===== config.mk =====
export PLATFORM = sky130hd
export DESIGN_NAME = spi_mem_ctrl
export DESIGN_NICKNAME = d
export VERILOG_FILES = /design/src/rtl/spi_pkg.sv /design/src/rtl/spi_clk_gen.sv /design/src/rtl/spi_mem_ctrl.sv
export SDC_FILE = /design/constraint.sdc
export NUM_CORES = 1
export LEC_CHECK = 0
export CAP_MARGIN = 20
export CORE_UTILIZATION = 59
export DETAILED_ROUTE_END_ITERATION = 7
export PLACE_DENSITY = 0.89
export SKIP_LAST_GASP = 1
export SYNTH_ARGS = -nofsm -noshare
export SYNTH_HDL_FRONTEND = slang
export SYNTH_SLANG_ARGS = --single-unit

===== constraint.sdc =====
create_clock -name clk -period 7.7 [get_ports clk]
set_clock_uncertainty 0.05 [all_clocks]
set_input_delay 0.77 -clock clk [delete_from_list [all_inputs] [get_ports clk]]
set_output_delay 0.77 -clock clk [all_outputs]
set_load 0.1 [all_outputs]

===== src/rtl/spi_pkg.sv =====
// Shared types and constants for the SPI memory controller.
package spi_pkg;

  typedef enum logic [2:0] {
    IDLE, CS_SETUP, CMD, ADDR, DUMMY, DATA, CS_HOLD, DONE
  } state_t;

  localparam logic [7:0] CMD_READ      = 8'h03;
  localparam logic [7:0] CMD_WRITE     = 8'h02;
  localparam logic [7:0] CMD_FAST_READ = 8'h0B;

  localparam logic DEV_ROM = 1'b0;
  localparam logic DEV_RAM = 1'b1;

  localparam int unsigned CNT_W = 6;

endpackage


===== src/rtl/spi_clk_gen.sv =====
// SPI mode-0 clock divider: sclk idles low, toggles every CLK_DIV clocks while en,
// with combinational strobes marking the system edge on which sclk will rise/fall.
module spi_clk_gen #(
  parameter int unsigned CLK_DIV = 2
) (
  input  logic clk,
  input  logic rst,
  input  logic en,
  output logic sclk,
  output logic rise_c,
  output logic fall_c
);

  localparam int unsigned DW = (CLK_DIV > 1) ? $clog2(CLK_DIV) : 1;

  logic [DW-1:0] cnt;
  logic          tick_c;

  assign tick_c = en && (cnt == DW'(CLK_DIV - 1));
  assign rise_c = tick_c && !sclk;
  assign fall_c = tick_c && sclk;

  always_ff @(posedge clk or posedge rst) begin
    if (rst) begin
      cnt  <= '0;
      sclk <= 1'b0;
    end else if (!en) begin
      cnt  <= '0;
      sclk <= 1'b0;
    end else if (tick_c) begin
      cnt  <= '0;
      sclk <= !sclk;
    end else begin
      cnt <= cnt + DW'(1);
    end
  end

endmodule


===== src/rtl/spi_mem_ctrl.sv =====
// Single-byte SPI master for program ROM / data RAM behind a 4-phase start/done handshake.
// Build option: define SPI_FAST_READ_EN for ROM fast-read (0x0B + 8 dummy clocks).
module spi_mem_ctrl
  import spi_pkg::*;
#(
  parameter int unsigned CLK_DIV = 2,
  parameter int unsigned ADDR_W  = 24
) (
  input  logic        clk,
  input  logic        rst,
  input  logic        start,
  input  logic        dev,
  input  logic        wr,
  input  logic [15:0] addr,
  input  logic [7:0]  wdata,
  output logic        done,
  output logic        busy,
  output logic [7:0]  rdata,
  output logic        sclk,
  output logic        mosi,
  input  logic        miso,
  output logic        cs_rom_n,
  output logic        cs_ram_n
);

  localparam int unsigned DW = (CLK_DIV > 1) ? $clog2(CLK_DIV) : 1;

  state_t             state, state_d;
  logic [DW-1:0]      dly_q, dly_d;
  logic [CNT_W-1:0]   bit_q, bit_d;
  logic               dev_q, dev_d, wr_q, wr_d;
  logic [15:0]        addr_q, addr_d;
  logic [7:0]         wdata_q, wdata_d, rx_q, rx_d, rdata_d;
  logic               done_d, busy_d, mosi_d, cs_rom_n_d, cs_ram_n_d;
  logic               en_c, rise_c, fall_c, dly_end_c, last_c, fast_c, cs_act_c;
  logic [7:0]         cmd_c, cmd_sh_c, data_sh_c;
  logic [ADDR_W-1:0]  addr_sh_c;

  spi_clk_gen #(.CLK_DIV(CLK_DIV)) u_clk_gen (
    .clk    (clk),
    .rst    (rst),
    .en     (en_c),
    .sclk   (sclk),
    .rise_c (rise_c),
    .fall_c (fall_c)
  );

  assign en_c      = state inside {CMD, ADDR, DUMMY, DATA};
  assign dly_end_c = (dly_q == DW'(CLK_DIV - 1));
  assign last_c    = (bit_q == '0);

`ifdef SPI_FAST_READ_EN
  assign fast_c = (dev_q == DEV_ROM) && !wr_q;
`else
  assign fast_c = 1'b0;
`endif

  assign cmd_c = wr_q ? CMD_WRITE : (fast_c ? CMD_FAST_READ : CMD_READ);

  // Next-state, datapath and registered-output values
  always_comb begin
    state_d = state;
    dly_d   = dly_q;
    bit_d   = bit_q;
    dev_d   = dev_q;
    wr_d    = wr_q;
    addr_d  = addr_q;
    wdata_d = wdata_q;
    rx_d    = rx_q;
    rdata_d = rdata;
    done_d  = done;
    busy_d  = busy;

    unique case (state)
      IDLE: begin
        if (start && !done) begin
          dev_d   = dev;
          wr_d    = wr;
          addr_d  = addr;
          wdata_d = wdata;
          busy_d  = 1'b1;
          dly_d   = '0;
          state_d = (wr && dev == DEV_ROM) ? DONE : CS_SETUP;
        end
      end
      CS_SETUP: begin
        if (dly_end_c) begin
          state_d = CMD;
          bit_d   = CNT_W'(7);
        end else begin
          dly_d = dly_q + DW'(1);
        end
      end
      CMD: begin
        if (fall_c) begin
          if (last_c) begin
            state_d = ADDR;
            bit_d   = CNT_W'(ADDR_W - 1);
          end else begin
            bit_d = bit_q - CNT_W'(1);
          end
        end
      end
      ADDR: begin
        if (fall_c) begin
          if (last_c) begin
            state_d = fast_c ? DUMMY : DATA;
            bit_d   = CNT_W'(7);
          end else begin
            bit_d = bit_q - CNT_W'(1);
          end
        end
      end
      DUMMY: begin
        if (fall_c) begin
          if (last_c) begin
            state_d = DATA;
            bit_d   = CNT_W'(7);
          end else begin
            bit_d = bit_q - CNT_W'(1);
          end
        end
      end
      DATA: begin
        // rdata only moves once the full byte is in
        if (rise_c) begin
          rx_d = {rx_q[6:0], miso};
          if (last_c && !wr_q) rdata_d = rx_d;
        end
        if (fall_c) begin
          if (last_c) begin
            state_d = CS_HOLD;
            dly_d   = '0;
          end else begin
            bit_d = bit_q - CNT_W'(1);
          end
        end
      end
      CS_HOLD: begin
        if (dly_end_c) state_d = DONE;
        else           dly_d   = dly_q + DW'(1);
      end
      DONE: begin
        // first DONE cycle always raises done, so an early start drop still yields a pulse
        if (!done) begin
          done_d = 1'b1;
          busy_d = 1'b0;
        end else if (!start) begin
          done_d  = 1'b0;
          state_d = IDLE;
        end
      end
      default: state_d = IDLE;
    endcase

    cs_act_c   = state_d inside {CS_SETUP, CMD, ADDR, DUMMY, DATA, CS_HOLD};
    cs_rom_n_d = !(cs_act_c && dev_d == DEV_ROM);
    cs_ram_n_d = !(cs_act_c && dev_d == DEV_RAM);

    cmd_sh_c  = cmd_c >> bit_d;
    addr_sh_c = ADDR_W'(addr_q) >> bit_d;
    data_sh_c = wdata_q >> bit_d;

    mosi_d = 1'b0;
    unique case (state_d)
      CMD:     mosi_d = cmd_sh_c[0];
      ADDR:    mosi_d = addr_sh_c[0];
      DATA:    mosi_d = wr_q & data_sh_c[0];
      default: mosi_d = 1'b0;
    endcase
  end

  always_ff @(posedge clk or posedge rst) begin
    if (rst) begin
      state    <= IDLE;
      dly_q    <= '0;
      bit_q    <= '0;
      dev_q    <= DEV_ROM;
      wr_q     <= 1'b0;
      addr_q   <= '0;
      wdata_q  <= '0;
      rx_q     <= '0;
      rdata    <= '0;
      done     <= 1'b0;
      busy     <= 1'b0;
      mosi     <= 1'b0;
      cs_rom_n <= 1'b1;
      cs_ram_n <= 1'b1;
    end else begin
      state    <= state_d;
      dly_q    <= dly_d;
      bit_q    <= bit_d;
      dev_q    <= dev_d;
      wr_q     <= wr_d;
      addr_q   <= addr_d;
      wdata_q  <= wdata_d;
      rx_q     <= rx_d;
      rdata    <= rdata_d;
      done     <= done_d;
      busy     <= busy_d;
      mosi     <= mosi_d;
      cs_rom_n <= cs_rom_n_d;
      cs_ram_n <= cs_ram_n_d;
    end
  end

endmodule

==> Word level (Yosys, flattened, before mapping) <==
Index checks and enable logic that the tools add are counted.
{ "word_totals": {"output_inout_bits": 14, "wordCells": 108, "register_bits": 58, "inputBits": 30} }
{ "op_classes": {"bitwise_logic": 3, "add_sub_neg": 3, "eq_ne": 18, "n_mux": 39, "n_reduce_logical": 26, "shifts": 3} }
{ "ops": {"columns": ["operator", "count"], "rows": [
  ["$mux 6", 7],
  ["$mux 3", 12],
  ["$pmux 6 s4", 1],
  ["$eq 3x3->1 const B", 7],
  ["$pmux 3 s7", 1],
  ["$shr 16x6->1", 1],
  ["$mux 1", 15],
  ["$eq 3x2->1 const B", 4],
  ["$ne 2x2->1 const B", 5],
  ["$logic_and 1x1->1", 8],
  ["$shr 8x6->1", 1],
  ["$eq 3x1->1 const B", 2],
  ["$logic_not 6->1", 1],
  ["$pmux 1 s3", 2],
  ["$reduce_and 3->1", 2],
  ["$reduce_bool 6->1", 1],
  ["$shr 2x6->1", 1],
  ["$sub 6x1->6 const B", 1],
  ["$logic_not 1->1", 5],
  ["$reduce_and 2->1", 2],
  ["$reduce_and 4->1", 1],
  ["$reduce_bool 4->1", 1],
  ["$reduce_or 2->1", 2],
  ["$logic_not 3->1", 1],
  ["6 further kinds", 8]
]} }

==> Longest topological paths before layout <==
Gate-level depths: netlist of run 1.
{ "logic_depth": {"ltp_word": 10, "depth_mapped": 15, "ltp_nobuf": 14} }

==> Hierarchy <==
A second synthesis of run 1 with hierarchy kept.
{ "unflattened": {"hier_cells": 296, "area_unflattened_um2": 3301.9} }
{ "modules_own_cells": {"columns": ["mod", "seq_area_each_um2", "area_each_um2", "n_inst", "cells_per_inst"], "rows": [
  ["spi_mem_ctrl", 1403.8, 3209.3, 1, 287],
  ["spi_clk_gen", 50.0, 92.6, 1, 9]
]} }

==> Worst setup path after synthesis of run 1 <==
No wires, ideal clock.
{ "synth_timing": {"kind": "register to register", "startpoint": "register bit_q[0]", "endpoint": "register mosi", "path_stages_with_launch": 15, "t_required_ns": 7.583, "n_path_buf": 1, "period_less_slack_ns": 3.364, "setup_time_ns": 0.067, "arrival_time_ns": 3.248, "path_slack_ns": 4.336, "cell_sequence": "dfrtp_1 inv_1 ha_1 or4b_4 nor2_4 inv_2 ha_1 and4_1 a211oi_1 o22ai_2 buf_6 mux2i_1 mux4_2 nor4_2 o311a_1"} }
{ "synth_via": {"elab_chain_len": 7, "word_cells_on_any_way": 25, "cone_classes": "add/sub (1); eq/ne (3); shift (3); mux (16); bitwise (1); reduce/logical (1)"} }
{ "synth_rtl": {"columns": ["item", "line", "text"], "rows": [
  ["from (decl)", "spi_mem_ctrl.sv:30", "logic [CNT_W-1:0] bit_q, bit_d;"],
  ["from (signal assigned)", "spi_mem_ctrl.sv:192", "bit_q <= bit_d;"],
  ["$sub 6x1->6 or $logic_not 6->1 (tied branches)", null, null],
  ["$mux 6, on equally long branches", null, null],
  ["$mux 6, on equally long branches", "spi_mem_ctrl.sv:130, spi_mem_ctrl.sv:95, spi_mem_ctrl.sv:105", null],
  ["$pmux 6 s4 *", "spi_mem_ctrl.sv:74", "unique case (state)"],
  ["net bit_d[0]", "spi_mem_ctrl.sv:30", null],
  ["$shr 8x6->1", "spi_mem_ctrl.sv:162", "data_sh_c = wdata_q >> bit_d;"],
  ["$and 1x1->1", "spi_mem_ctrl.sv:168", "DATA: mosi_d = wr_q & data_sh_c[0];"],
  ["$pmux 1 s3 *", "spi_mem_ctrl.sv:165", "unique case (state_d)"],
  ["net mosi_d", "spi_mem_ctrl.sv:34", "logic done_d, busy_d, mosi_d, cs_rom_n_d, cs_ram_n_d;"],
  ["to (signal assigned)", "spi_mem_ctrl.sv:201", "mosi <= mosi_d;"],
  ["to (decl)", "spi_mem_ctrl.sv:20", "output logic mosi,"]
]} }
The timed path passes the listed nets; every way through them passes the cells marked *.
A chain may end at the register's enable or synchronous reset.

==> Final worst setup path of run 1 <==
{ "layout_timing": {"startpoint": "register bit_q[0]", "endpoint": "register mosi"} }
{ "layout_via": {"elab_chain_len": 7, "word_cells_on_any_way": 25, "cone_classes": "add/sub (1); eq/ne (3); shift (3); mux (16); bitwise (1); reduce/logical (1)"} }
{ "layout_rtl": {"columns": ["item", "line"], "rows": [
  ["$sub 6x1->6 or $logic_not 6->1 (tied branches)", null],
  ["$mux 6, on equally long branches", null],
  ["$mux 6, on equally long branches", "spi_mem_ctrl.sv:130, spi_mem_ctrl.sv:95, spi_mem_ctrl.sv:105"],
  ["$pmux 6 s4", "spi_mem_ctrl.sv:74"],
  ["$shr 8x6->1", "spi_mem_ctrl.sv:162"],
  ["$and 1x1->1", "spi_mem_ctrl.sv:168"],
  ["$pmux 1 s3 *", "spi_mem_ctrl.sv:165"],
  ["net mosi_d", "spi_mem_ctrl.sv:34"]
]} }
Marked as above.

==> run summary, run 1 <==
Max Slew Vio Count - 0
hold_sp - rdata[2]
Setup TNS Final - 0 ns
outcome - complete, no violations
gpl congestion - 0.936
post-detail-place hpwl - 4570 µm
antenna violations before repair - 0
Post-synth ARST share - 1.00
Crit. End Element - flop
Critical Path RT - 7.86 ns
# DRC - 0
crit path DAT - 4.08 ns
Total GRT Usage - 0.259
PostCTS Resize Cnt - 0
antenna fix cells - 0
Die Area - 5690 µm²
H-tree depth - 3
Syn Inst Count - 280
# Post-CTS Setup Buffers - 0
Routed WL per cell - 17.2 µm
Synth Area in Adders - 0.0118
Clk Latency, worst-skew pair - 0.34 ns
largest net degree at the start of global routing - 59
Netlist cell types - 64
sequential share of the synthesized area - 0.457
Port Buffers - 43
# hold bufs at CTS - 0
Area growth syn-to-layout - 21.2%
register area - 1450 µm²
most common flop cell mapped by yosys - dfrtp_1
drt first pass iters - 6
Max Cap Viol - 0
Vias/cell - 6.16
I/O pin cnt - 44
Iteration-0 DRC Markers - 160
CTS Buf Count - 9
Startpoint Class - flop
Post-Syn Area - 3180 µm²
mux cell area share after synthesis - 0.219
Worst-path clk slew - 0.06 ns
final wirelength - 6790 µm
largest family of logic cells by synthesized area - multiplexers
Hold Path Class - reg -> reg
# fillers - 361
multi-input logic area - 1600 µm²
xor/xnor share of the synthesized area - 0.00551
Max Fclk - 256 MHz
final hold vios - 0
Initial Util - 0.619
vias in the first global route - 2217
Final Cycle Share - 0.508
largest fanout on the critical path - 13
Final Setup Violations - 0
Post-Syn Area per Cell - 11.4 µm²
TritonCTS clock tree - done
Die Span X - 75.4 µm
core footprint - 5140 µm²
unrepaired setup endpoints after global routing - false
power density over the cells - 351 nW/µm²
Final WS setup - 3.79 ns
post-route minimum period - 3.91 ns
CTS sink cnt - 58
Cell Rows - 26
Reg-to-Reg Start - bit_q[0]
routed vias - 2434
Post-Synth Simple-Gate Area - 0.142
worst slew pin tran - 0.975 ns
most frequent cells in the layout - 56 x dfrtp_1, 43 x clkdlybuf4s50_1, 42 x mux2_2, 20 x mux2i_1, 16 x nor2_1
dpl ws - 3.92 ns
reg2reg setup slack - 3.79 ns
commonest non-fill, non-tap cell in the layout - dfrtp_1
crit path from - bit_q[0]
Synth Register Bits - 58
CP Class - reg -> reg
maximum root-to-sink buffer count - 2
post-synthesis compound-gate area fraction - 0.126
maximum vdd ir drop - 0.000295 V
Chip Height - 75.4 µm
YS warnings - 0
NumNets Final - 353
fraction of layout cells with a size suffix above 1 - 0.243
CTS root buf - clkbuf_8
Slew HR - 0.348
Post-DRT Antenna Nets - 0
remaining global-route overflow - 0
first-pass GRT wire length - 10600 µm
Lkg Pwr - 1.71 nW
Post-Syn Nets - 313
EDFF count, synth - 0
==> where the power goes <==
| part | internal [mW] | switching (mW) |
|---|---|---|
| registers | 0.402 | 0.104 |
| logic | 0.244 | 0.311 |
| clock network | 0.176 | 0.116 |
==> flip-flops by register name, indices dropped and copies added, names as in the netlist <==
signal / flops
addr_q: 16
rdata: 8
wdata_q: 8
rx_q: 7
bit_q: 6
state: 3
busy: 1
cs_ram_n: 1
cs_rom_n: 1
dev_q: 1
dly_end_c: 1
done: 1
mosi: 1
u_clk_gen.cnt: 1
u_clk_gen.sclk: 1
wr_q: 1
==> final cells by class <==
class / count / area share
inverter: 10 / 0.00974
tap: 70 / 0.0227
multi-input combinational: 196 / 0.416
clock buffer: 14 / 0.0448
timing repair buffer: 45 / 0.121
sequential: 58 / 0.377
clock inverter: 2 / 0.00909
==> path summary, 6_finish.rpt <==
kind                       depth (start not counted)          to
max                                               14        mosi
min                                                1    rdata[2]
max reg2reg                                       14        mosi
min reg2reg                                        1    rdata[2]
max in group asynchronous                          3   addr_q[5]
min in group asynchronous                          3  addr_q[10]
==> cell families (layout without fill, tap and decap cells) <==
family                   after synthesis  count (layout)
AND/OR/NAND/NOR                       77              77
flip-flops                            58              58
buffers and inverters                 26              71
multiplexers                          63              63
adder cells (fa/ha/maj)                3               3
XOR/XNOR                               2               2
AO/OA/AOI/OAI                         51              51
==> routing by layer <==
metal / track usage / wire length [µm]
met3: 0.0741 / 297
met4: 0.0844 / 146
met5: 0 / 0
met2: 0.415 / 3380
met1: 0.342 / 2960
==> metrics by stage <==
stage / power, mW / util / std cells / hold WS [ns] / instance area, µm²
floorplan: 0.942 / - / 280 / 0.424 / 3180
CTS: 1.35 / 0.744 / 394 / 0.457 / 3830
finish: 1.35 / 0.750 / 395 / 0.453 / 3850
detailed placement: 1.05 / 0.704 / 378 / 0.444 / 3620
global route: 1.42 / 0.750 / 395 / 0.468 / 3850
global placement: 1.02 / 0.704 / 378 / 0.437 / 3620
==> critical path, cell delays in order (launching register included) <==
cell and delay (ns):
dfrtp_1 0.45, inv_1 0.09, ha_1 0.20, or4b_4 0.51
nor2_4 0.13, inv_2 0.09, ha_1 0.28, and4_1 0.20
a211oi_1 0.07, o22ai_2 0.69, mux2i_1 0.28, mux2i_1 0.10
a2bb2oi_1 0.23, nor4b_1 0.09, o311a_1 0.33
==> Yosys cell counts, types with 4 or more instances <==
library cell | instances | area share
clkbuf_1 | 6 | 0.0071
o21ai_0 | 10 | 0.016
nand3_1 | 6 | 0.0094
dfrtp_1 | 56 | 0.44
nor2_1 | 16 | 0.019
nand2b_1 | 6 | 0.012
buf_2 | 6 | 0.0094
nor3_1 | 5 | 0.0079
o22ai_1 | 4 | 0.0079
mux2_2 | 42 | 0.15
a21oi_1 | 6 | 0.0094
nand2_1 | 15 | 0.018
mux2i_1 | 20 | 0.063
inv_1 | 9 | 0.011
Power figures use the tool's default switching activity.
==> inputs of run 2 (changes only) <==
--- a/config.mk
+++ b/config.mk
@@ -6,9 +6,9 @@
 export NUM_CORES = 1
 export LEC_CHECK = 0
 export CAP_MARGIN = 20
-export CORE_UTILIZATION = 59
+export CORE_UTILIZATION = 55
 export DETAILED_ROUTE_END_ITERATION = 7
-export PLACE_DENSITY = 0.89
+export PLACE_DENSITY = 0.84
 export SKIP_LAST_GASP = 1
 export SYNTH_ARGS = -nofsm -noshare
 export SYNTH_HDL_FRONTEND = slang
==> constraint.sdc (replaced) <==
create_clock -name clk -period 3.8 [get_ports clk]
set_clock_uncertainty 0.05 [all_clocks]
set_input_delay 0.38 -clock clk [delete_from_list [all_inputs] [get_ports clk]]
set_output_delay 0.38 -clock clk [all_outputs]
set_load 0.1 [all_outputs]
==> run summary, run 2 (synthesis results as in run 1) <==
final wirelength - 6940 µm (+2.3%)
drt first pass iters - 4 (-2)
routed vias - 2388 (-1.9%)
Vias/cell - 5.97 (-3.1%)
# DRC - 0 (unchanged)
vias in the first global route - 2419 (+9.1%)
Clk Latency, worst-skew pair - 0.34 ns (about the same)
Max Slew Vio Count - 0 (unchanged)
commonest non-fill, non-tap cell in the layout - dfrtp_1
power density over the cells - 707 nW/µm² (+100%)
Worst-path clk slew - 0.07 ns (about the same)
Routed WL per cell - 17.4 µm (+0.98%)
Area growth syn-to-layout - 22.7%
largest fanout on the critical path - 13 (unchanged)
Total GRT Usage - 0.251 (-0.00720)
Chip Height - 78.0 µm (+3.5%)
worst slew pin tran - 0.972 ns (-0.00273 ns)
CTS Buf Count - 9 (unchanged)
total chip power - 2.76 mW (+100%)
final hold vios - 0 (unchanged)
gpl congestion - 0.944 (+0.83%)
Slew HR - 0.350 (+0.00183)
outcome - complete, no violations
Final Cycle Share - 0.940 (+0.432)
fraction of layout cells with a size suffix above 1 - 0.259 (+0.0161)
Die Span X - 78.0 µm (+3.5%)
unrepaired setup endpoints after global routing - false
CP Class - reg -> reg
CP cell instances - inv_1 -> ha_1 -> or4b_4 -> nor2_4 -> inv_2 -> ha_1 -> and4_1 -> a211oi_2 -> o22ai_4 -> mux2i_1 -> mux4_2 -> nor4_2 -> o311a_1
Port Buffers - 43 (unchanged)
crit path DAT - 3.79 ns (-0.29 ns)
Lkg Pwr - 1.73 nW (+0.86%)
CP top delay family - simple AND/OR/NAND/NOR gates
core footprint - 5540 µm² (+7.8%)
Die Area - 6090 µm² (+7.1%)
CP most frequent cell - ha_1
CTS root buf - clkbuf_8
Reg with most FFs - addr_q
cell area after placement - 3640 µm² (+0.69%)
Initial Util - 0.574 (-0.0447)
Hold Path Class - in -> async
Cell Rows - 27 (+3.8%)
Max Cap Viol - 0 (unchanged)
I/O pin cnt - 44 (unchanged)
Final Setup Violations - 0 (unchanged)
post-route minimum period - 3.57 ns (-0.342 ns)
Max Fclk - 280 MHz (+9.6%)
antenna fix cells - 0 (unchanged)
Iteration-0 DRC Markers - 177 (+11%)
fin area - 3900 µm² (+1.2%)
number of flip-flops in the largest register - 16 (unchanged)
Crit. End Element - flop
first-pass GRT wire length - 11600 µm (+9.6%)
Setup TNS Final - 0 ns (unchanged)
H-tree depth - 3 (unchanged)
Startpoint Class - flop
antenna violations before repair - 0 (unchanged)
# Post-CTS Setup Buffers - 0 (unchanged)
TritonCTS clock tree - done
maximum vdd ir drop - 0.000491 V (+66%)
Post-DRT Antenna Nets - 0 (unchanged)
CP Buf/Inv Count - 2 (unchanged)
largest net degree at the start of global routing - 35 (-41%)
Crit path largest cell delay - 0.51 ns (-0.18 ns)
remaining global-route overflow - 0 (unchanged)
biggest regs - addr_q (16), rdata (8), wdata_q (8)
Placed Instances - 383 (+1.3%)
maximum root-to-sink buffer count - 2 (unchanged)
most frequent cells in the layout - 56 x dfrtp_1, 43 x clkdlybuf4s50_1, 42 x mux2_2, 20 x mux2i_1, 16 x nor2_1
NumNets Final - 356 (+0.85%)
post-detail-place hpwl - 4910 µm (+7.5%)
final core occ - 0.704 (-0.0456)
Worst path slowest cell - or4b_4
CTS sink cnt - 58 (unchanged)
non-filler cells, final - 400 (+1.3%)
Critical Path RT - 4.02 ns (-3.84 ns)
[run 2: cell types whose count changed in the layout (fill, tap and decap cells not counted), sizes merged]
cell and delta:
bufinv +1, clkbuf -5, buf +3, clkinvlp +2
clkinv +2
[run 2: through the flow]
stage	hold WS (ns)	worst slack, ns
floorplan	0.424	0.436
global placement	0.437	0.260
detailed placement	0.445	0.116
CTS	0.431	0.0779
global route	0.469	0.0561
finish	0.420	0.228
[run 2: layout make-up]
class / count / area (µm²)
fillers: 404 / 1640
clock inverters: 7 / 93.8
clock buffers: 9 / 124
well taps: 72 / 90.1
multi-input cells: 196 / 1610
repair buffers: 48 / 488
flip-flops and latches: 58 / 1450
inverters: 10 / 37.5
[run 2: metal layers]
layer	vias to the layer above	part of all wire	track usage
met5	-	0	0
met2	71	0.50	0.404
met1	1180	0.44	0.326
met3	16	0.040	0.0442
met4	0	0.024	0.137
li1	1121	-	-
[run 2: timing repair]
item / 4_1_cts / 5_1_grt
endpoints found under the setup margin: 0 / 1
gates resized for setup: 0 / 2
hold buffers: 0 / 0
[run 2: report_power, final]
group | total [mW] | switching (mW) | internal [mW]
combinational | 1.13 | 0.629 | 0.501
clock | 0.616 | 0.249 | 0.367
sequential | 1.01 | 0.198 | 0.815
total | 2.76 | 1.08 | 1.68
[run 2: path summary, 6_finish.rpt]
| check | slack (ns) | startpoint | end | cells past startpoint |
|---|---|---|---|---|
| worst max-delay path | 0.23 | bit_q[0] | mosi | 13 |
| worst min-delay path | 0.42 | rst | rx_q[3] | 2 |
| worst max register to register | 0.23 | bit_q[0] | mosi | 13 |
| worst min register to register | 0.46 | wdata_q[1] | wdata_q[1] | 1 |
| max in group asynchronous | 2.43 | rst | cs_ram_n | 3 |
| min in group clk | 0.46 | wdata_q[1] | wdata_q[1] | 1 |
